$ cat src/rtl/pi_digit_stream.sv
// pi_digit_stream: snapshots the base-1000 limb bus of the pi engine and
// streams it as BCD digits, integer digit first, over a valid/ready handshake.
module pi_digit_stream #(
  parameter int L      = 47,
  parameter int N      = 10,
  parameter int DIGITS = 100
) (
  input  logic           clk,
  input  logic           rst,
  input  logic           start,
  input  logic [L*N-1:0] sum,
  output logic           busy,
  output logic           dig_valid,
  input  logic           dig_ready,
  output logic [3:0]     dig_data,
  output logic           dig_int,
  output logic           dig_last,
  output logic           done,
  output logic           err
);

  localparam int KW = $clog2(L);
  localparam int CW = $clog2(DIGITS + 1);
  localparam logic [KW-1:0] KTOP  = KW'(L - 1);
  localparam logic [CW-1:0] CLAST = CW'(DIGITS - 1);

  typedef enum logic [2:0] {
    IDLE, LOAD, CONV, EMIT, DONE
  } state_t;

  state_t         state;
  logic [L*N-1:0] snap;
  logic [KW-1:0]  k;
  logic [CW-1:0]  cnt;
  logic [9:0]     r;
  logic [3:0]     h;
  logic [3:0]     t;
  logic [3:0]     u;
  logic [1:0]     pos;
  logic [N-1:0]   limb;
  logic           xfer;

  assign limb = snap[N*k +: N];
  assign xfer = dig_valid && dig_ready;

  always_ff @(posedge clk) begin
    if (rst) begin
      state     <= IDLE;
      busy      <= 1'b0;
      dig_valid <= 1'b0;
      dig_data  <= 4'd0;
      dig_int   <= 1'b0;
      dig_last  <= 1'b0;
      done      <= 1'b0;
      err       <= 1'b0;
      k         <= '0;
      cnt       <= '0;
      r         <= '0;
      h         <= '0;
      t         <= '0;
      u         <= '0;
      pos       <= '0;
    end else begin
      unique case (state)
        IDLE: begin
          if (start) begin
            snap  <= sum;
            k     <= KTOP;
            cnt   <= '0;
            err   <= 1'b0;
            busy  <= 1'b1;
            state <= LOAD;
          end
        end
        LOAD: begin
          h     <= '0;
          t     <= '0;
          state <= CONV;
          // out-of-range limbs saturate so the stream stays BCD
          if (int'(limb) > 999) begin
            err <= 1'b1;
            r   <= 10'd999;
          end else begin
            r <= 10'(limb);
          end
        end
        CONV: begin
          unique case (1'b1)
            (r >= 10'd100): begin
              r <= r - 10'd100;
              h <= h + 4'd1;
            end
            (r < 10'd100 && r >= 10'd10): begin
              r <= r - 10'd10;
              t <= t + 4'd1;
            end
            default: begin
              u         <= r[3:0];
              pos       <= '0;
              dig_valid <= 1'b1;
              state     <= EMIT;
              if (k == KTOP) begin
                dig_data <= r[3:0];
                dig_int  <= 1'b1;
              end else begin
                dig_data <= h;
                dig_last <= (cnt == CLAST);
              end
            end
          endcase
        end
        EMIT: begin
          if (xfer) begin
            if (dig_int) begin
              dig_valid <= 1'b0;
              dig_int   <= 1'b0;
              k         <= k - KW'(1);
              state     <= LOAD;
            end else begin
              cnt <= cnt + CW'(1);
              if (dig_last) begin
                dig_valid <= 1'b0;
                dig_last  <= 1'b0;
                busy      <= 1'b0;
                done      <= 1'b1;
                state     <= DONE;
              end else if (pos == 2'd2) begin
                dig_valid <= 1'b0;
                k         <= k - KW'(1);
                state     <= LOAD;
              end else begin
                pos      <= pos + 2'd1;
                dig_data <= (pos == 2'd0) ? t : u;
                dig_last <= (cnt + CW'(1) == CLAST);
              end
            end
          end
        end
        DONE: begin
          done  <= 1'b0;
          state <= IDLE;
        end
        default: state <= IDLE;
      endcase
    end
  end

endmodule

$ cat config.mk
export PLATFORM = sky130hd
export DESIGN_NAME = pi_digit_stream
export DESIGN_NICKNAME = d
export VERILOG_FILES = /design/src/rtl/pi_digit_stream.sv
export SDC_FILE = /design/constraint.sdc
export NUM_CORES = 1
export LEC_CHECK = 0
export ABC_AREA = 1
export BUFFER_PORTS_ARGS = -buffer_cell sky130_fd_sc_hd__buf_4
export CELL_PAD_IN_SITES_DETAIL_PLACEMENT = 1
export CELL_PAD_IN_SITES_GLOBAL_PLACEMENT = 1
export CORE_MARGIN = 5
export CORE_UTILIZATION = 38
export CTS_CLUSTER_DIAMETER = 150
export CTS_CLUSTER_SIZE = 40
export DETAILED_ROUTE_END_ITERATION = 8
export PLACE_DENSITY = 0.79
export SLEW_MARGIN = 20
export SYNTH_ARGS = -nofsm -noshare
export SYNTH_HDL_FRONTEND = slang
export SYNTH_SLANG_ARGS = --single-unit
export TNS_END_PERCENT = 50
$ cat constraint.sdc
create_clock -name clk -period 27.8 [get_ports clk]
set_input_delay 5.56 -clock clk [delete_from_list [all_inputs] [get_ports clk]]
set_output_delay 5.56 -clock clk [all_outputs]
set_load 0.01 [all_outputs]
==> results of run 1 <==
worst max-delay path, cell delays in order:
cell and delay, ps:
buf_4 80, nand4_1 350, nor2_4 570, buf_16 250, buf_4 700, buf_4 810
power breakdown:
part           internal (uW)  total (uW)  switching, uW
registers                980        1050           67.1
logic                    220         741            521
clock network            118         346            229
worst max-delay path by stage:
stage                     endpoint  slack (ps)  cells past startpoint
6_report       snap[196]$_DFFE_PP_       19580                      6
5_1_grt        snap[176]$_DFFE_PP_       19400                      6
4_1_cts        snap[445]$_DFFE_PP_       19280                      5
3_5_place_dp    snap[45]$_DFFE_PP_       18660                      5
3_3_place_gp    snap[45]$_DFFE_PP_       18880                      5
2_1_floorplan    snap[0]$_DFFE_PP_        1030                      3
synth_stat cells, types with 15 or more instances:
cell / number
nand4_1: 19
buf_2: 35
edfxtp_1: 470
inv_1: 95
a211oi_1: 15
clkbuf_1: 22
dfxtp_1: 50
buf_4: 32
o21ai_0: 83
a21oi_1: 63
nand2_1: 608
nor2_1: 124
nand3_1: 195
flip-flops by register name, summed over array words and instances (netlist names), 2 cells and up:
name / count
snap: 470
r: 10
cnt: 7
k: 6
dig_data: 4
h: 4
t: 4
u: 4
state: 3
pos: 2
layer usage:
layer	wire [um]	GRT usage
met4	2300	0.08072
met3	3373	0.03070
met2	38980	0.4092
met5	13	0
met1	28980	0.2743
cell type report:
class	count	area, um^2
multi-input cells	1223	5594
clock buffers	28	466.7
inverters	102	392.9
diodes	18	45.04
well taps	756	945.9
repair buffers	502	3801
fillers	6232	30010
flip-flops and latches	520	15130
metrics by stage:
stage                     instance area (um^2)  hold slack (ps)
after floorplan                          21670            430.4
after global placement                   25830            446.8
after detailed placement                 25830            457.9
after CTS                                26300            474.3
after global routing                     26370            495.7
final                                    26370            470.4
cell families (layout without fill, tap and decap cells):
family          count (synthesis)  after routing  synth area share
compound gates                224            224           0.05965
xor+xnor                        6              6          0.002425
fa+ha+maj                      13             13          0.007507
buf+inv                       201            632           0.04493
flops                         520            520            0.6976
other cells                     0             18                 0
simple gates                  980            980            0.1879
==> flow_summary.ini, run 1 <==
[grt]
grt_max_degree = 183
grt_pass1_wl_um = 107700
grt_pass1_vias = 17746
grt_use_total = 0.2251
gr-total-overflow = 0
antenna_found_initial = 19

[outcome]
status = completed

[power_and_ir_drop]
vdd_ir_drop_max_mv = 0.04423
leakage_uw = 0.01035
pwr_density_cell_nw_per_um2 = 80.95
power_uw = 2135

[critical_path]
r2r-start = k[0]$_SDFFE_PP0P_
cp_max_fo = 70
end_kind = register
critPathRequiredTime_ps = 28000
cp-start-kind = primary input
worstPathArrival_ps = 8420
startpoint = start
r2r_end = r[1]$_SDFFE_PP0P_
crit_type = in2reg
reg2regPathDepth = 15
rrSetupSlack_ps = 23700

[logic_synthesis]
synthArstFlopShare = 0
ys_warn_count = 0
synth-seq-cells = 520
synth_cells = 1944
syn_avg_cell_area_um2 = 11.15
synth-seq-area-share = 0.6976
synthesis.area_um2 = 21670
ys_dominant_reg_cell = edfxtp_1
synth_top_area_share = 0.6514
syn-num-nets = 2431
synth_edf_count = 470
synth_area_leader_cell = edfxtp_1
synth_area_leaders = edfxtp_1, nand2_1, dfxtp_1
synth_cell_types = 45

[min_path]
hold_depth = 2
hp-class = reg2reg
worstHoldStart = u[0]$_SDFFE_PP0P_
min_delay_worst_endpoint = u[0]$_SDFFE_PP0P_

[timing]
max_slew_margin = 0.2132
fin_crit_sh = 0.2958
fmax_mhz = 121.6
fin_setup_tns_ps = 0
drv_slew = 0
fin_ws_ps = 19580
clock_skew_ps = 18.79
setup_violations = 0
period_needed_ps = 8224
tightest_slew_ps = 1180
hold_viol = 0
rsz0062_at_grt = false

[floorplanning]
die_h_um = 248.8
start_util = 0.3843
die_w_um = 248.8
boundaryPins = 484
dieArea_um2 = 61890
core_area_um2 = 56390
rows = 87

[clock_network]
clock_path_buffers = 3
cts-root-buf = clkbuf_16
hold_buffers = 0
clk_latency_ps = 570
cts_setup_buffers = 0
cts_made_buffers = 16
cts_tree = yes
clock_sinks = 520
clk_pin_slew_ps = 150
cts_max_level = 1
cts_resized = 0

[route]
wl_um = 73650
drt_iter0_markers = 1080
drc = 0
ant_nets = 0
vias = 16400
wl_per_cell_um = 23.39
first_pass_iters = 5
drt-vias-per-instance = 5.208

[finish]
fin_nets = 2852
area.growth.synth_to_final_pct = 21.72
drive_above_1_share = 0.2291
layout_common_cells = nand2_1, buf_4, edfxtp_1
finalNonFillerCells = 3149
layout_commonest_cell = nand2_1
fin_util = 0.4677

[placed_design]
gp_congestion = 0.8199
post-place-ws_ps = 18660
dpl.cell_count = 3102
port_buffers = 483
dp_hpwl_um = 52270

[job]
drv_cap = 0
(Power assumes the default switching activity.)
==> inputs of run 2 (changes only) <==
CORE_UTILIZATION = 42   (was 38)
PLACE_DENSITY = 0.82   (was 0.79)
clock period = 8.6 ns   (was 27.8 ns; I/O delays follow)
==> run 2 against run 1 <==
Critical path depth increased by 12. Power grew to 3.2 times the previous value. First-iteration DRC count increased by 30%. Critical path type is now reg2reg.
==> flow_summary.ini, run 2 (synthesized netlist as in run 1, its figures left out) <==
[floorplanning]
die_h_um = 237.1
boundaryPins = 484
start_util = 0.4232
die_w_um = 237.1
core_area_um2 = 51200
rows = 83
dieArea_um2 = 56230

[placed_design]
dp_hpwl_um = 52050
gp_congestion = 0.8238
port_buffers = 483
post-place-ws_ps = 4204
dpl_cell_area_um2 = 25730

[critical_path]
cp_slowest_cell = inv_6
crit_chain = inv_6, buf_4, nand2_1, nand2_1, nor2_1, nor2_1, nand2_1, nand2_1, nand2_1, nand2_1, nand2_1, nand2_1, nor2_1, nor2_1, nand2_2, nand2_1, nand2_1, a21oi_1
reg2regPathDepth = 18
crit_end = r[1]$_SDFFE_PP0P_
rrSetupSlack_ps = 4680
r2r_end = r[1]$_SDFFE_PP0P_
cpMostUsedCell = nand2_1
critPathRequiredTime_ps = 9100
cp_max_fo = 122
crit_type = reg2reg
worstPathArrival_ps = 4420
crit_path_max_incr_delay_ps = 770
cp-start-kind = register
startpoint = k[0]$_SDFFE_PP0P_
end_kind = register
r2r-start = k[0]$_SDFFE_PP0P_

[power_and_ir_drop]
vdd_ir_drop_max_mv = 0.1871
pwr_density_cell_nw_per_um2 = 262.3
p_sw_frac = 0.3819
leakage_uw = 0.01032
p_clk_frac = 0.163
p_switching_uw = 2628
p_int_uw = 4253
pwr-share-seq = 0.493
power_uw = 6881
p_comb_frac = 0.344

[finish]
top_regs = snap (470), r (10), cnt (7)
regMostFlops = snap
area.growth.synth_to_final_pct = 21.05
fin_nets = 2848
design_area_um2 = 26230
layout_commonest_cell = nand2_1
largest_reg_flops = 470
layout_common_cells = nand2_1, buf_4, edfxtp_1
fillCellCount = 5581
drive_above_1_share = 0.2282

[grt]
grt_max_degree = 199
grt_pass1_wl_um = 106000
use_met3 = 0.03515
grt-busiest-layer = met2
gr-total-overflow = 0
grt_pass1_vias = 17638
grt_use_total = 0.2465
gr-usage-met1 = 0.3012
antenna_found_initial = 14
groute.layer.met2.usage = 0.4390

[job]
drv_cap = 0

[route]
drt_iter0_markers = 1400
vias = 16550
drt-vias-per-instance = 5.400
first_pass_iters = 5
wl_per_cell_um = 23.89
wl_um = 73210
drc = 0
ant_nets = 0

[clock_network]
cts_made_buffers = 16
cts_resized = 0
clock_sinks = 520
cts-root-buf = clkbuf_16
hold_buffers = 0
clk_latency_ps = 580
clk_pin_slew_ps = 150
cts_tree = yes
cts_setup_buffers = 0
clock_path_buffers = 3
cts_max_level = 1

[timing]
drv_slew = 0
tightest_slew_ps = 1114
fmax_mhz = 255.4
clock_skew_ps = 24.38
fin_ws_ps = 4685
fin_crit_sh = 0.4553
hold_viol = 0
holdWs_ps = 473.3
rsz0062_at_grt = false
period_needed_ps = 3915
max_slew_margin = 0.2571
setup_violations = 0

[outcome]
status = completed

[min_path]
hp-class = reg2reg
[run 2: changes by cell type in the layout (fill, tap and decap cells not counted), sizes merged]
| cell | delta |
|---|---|
| diode | -4 |
| buf | -4 |
[run 2: worst min path at each step]
stage                           start                end  cells past startpoint
floorplan           u[0]$_SDFFE_PP0P_  u[0]$_SDFFE_PP0P_                      2
global placement    u[0]$_SDFFE_PP0P_  u[0]$_SDFFE_PP0P_                      2
detailed placement   err$_SDFFE_PP0P_   err$_SDFFE_PP0P_                      2
CTS                  err$_SDFFE_PP0P_   err$_SDFFE_PP0P_                      2
global route         err$_SDFFE_PP0P_   err$_SDFFE_PP0P_                      2
finish               err$_SDFFE_PP0P_   err$_SDFFE_PP0P_                      2
[run 2: routing by layer]
layer / part of all wire / vias to the layer above / wire length (um)
li1: - / 7566 / -
met1: 0.39 / 8306 / 28480
met3: 0.049 / 123 / 3560
met2: 0.52 / 555 / 38140
met5: 0 / - / 0
met4: 0.041 / 0 / 3033
[run 2: per-stage QoR]
stage	setup TNS, ps	cells	util
floorplan	-427790	1944	-
global placement	0	3023	0.5024
detailed placement	0	3023	0.5025
CTS	0	3051	0.5116
global route	0	3065	0.5123
finish	0	3065	0.5123
[run 2: layout make-up]
cell class / count / area (um^2) / share of cell area
multi-input combinational: 1223 / 5597 / 0.2134
antenna: 14 / 35.03 / 0.001336
timing repair buffer: 498 / 3764 / 0.1435
inverter: 102 / 390.4 / 0.01488
clock buffer: 28 / 466.7 / 0.01779
tap: 680 / 850.8 / 0.03244
sequential: 520 / 15120 / 0.5767
[run 2: power by group through the flow]
| stage | clock (uW) | combinational, uW | sequential (uW) |
|---|---|---|---|
| finish | 1120 | 2360 | 3400 |
| global route | 1240 | 2600 | 3430 |
| CTS | 1150 | 2370 | 3400 |
| detailed placement | 0 | 2350 | 3450 |
| global placement | 0 | 2270 | 3430 |
| floorplan | 0 | 1570 | 3390 |
[run 2: critical path: cells and delay by family (launching register included)]
family                 cells  cell delay (ps)
AOI/OAI and AO/OA          1              120
and+or+nand+nor           15             1500
buffers and inverters      2             1460
DFF                        1              600
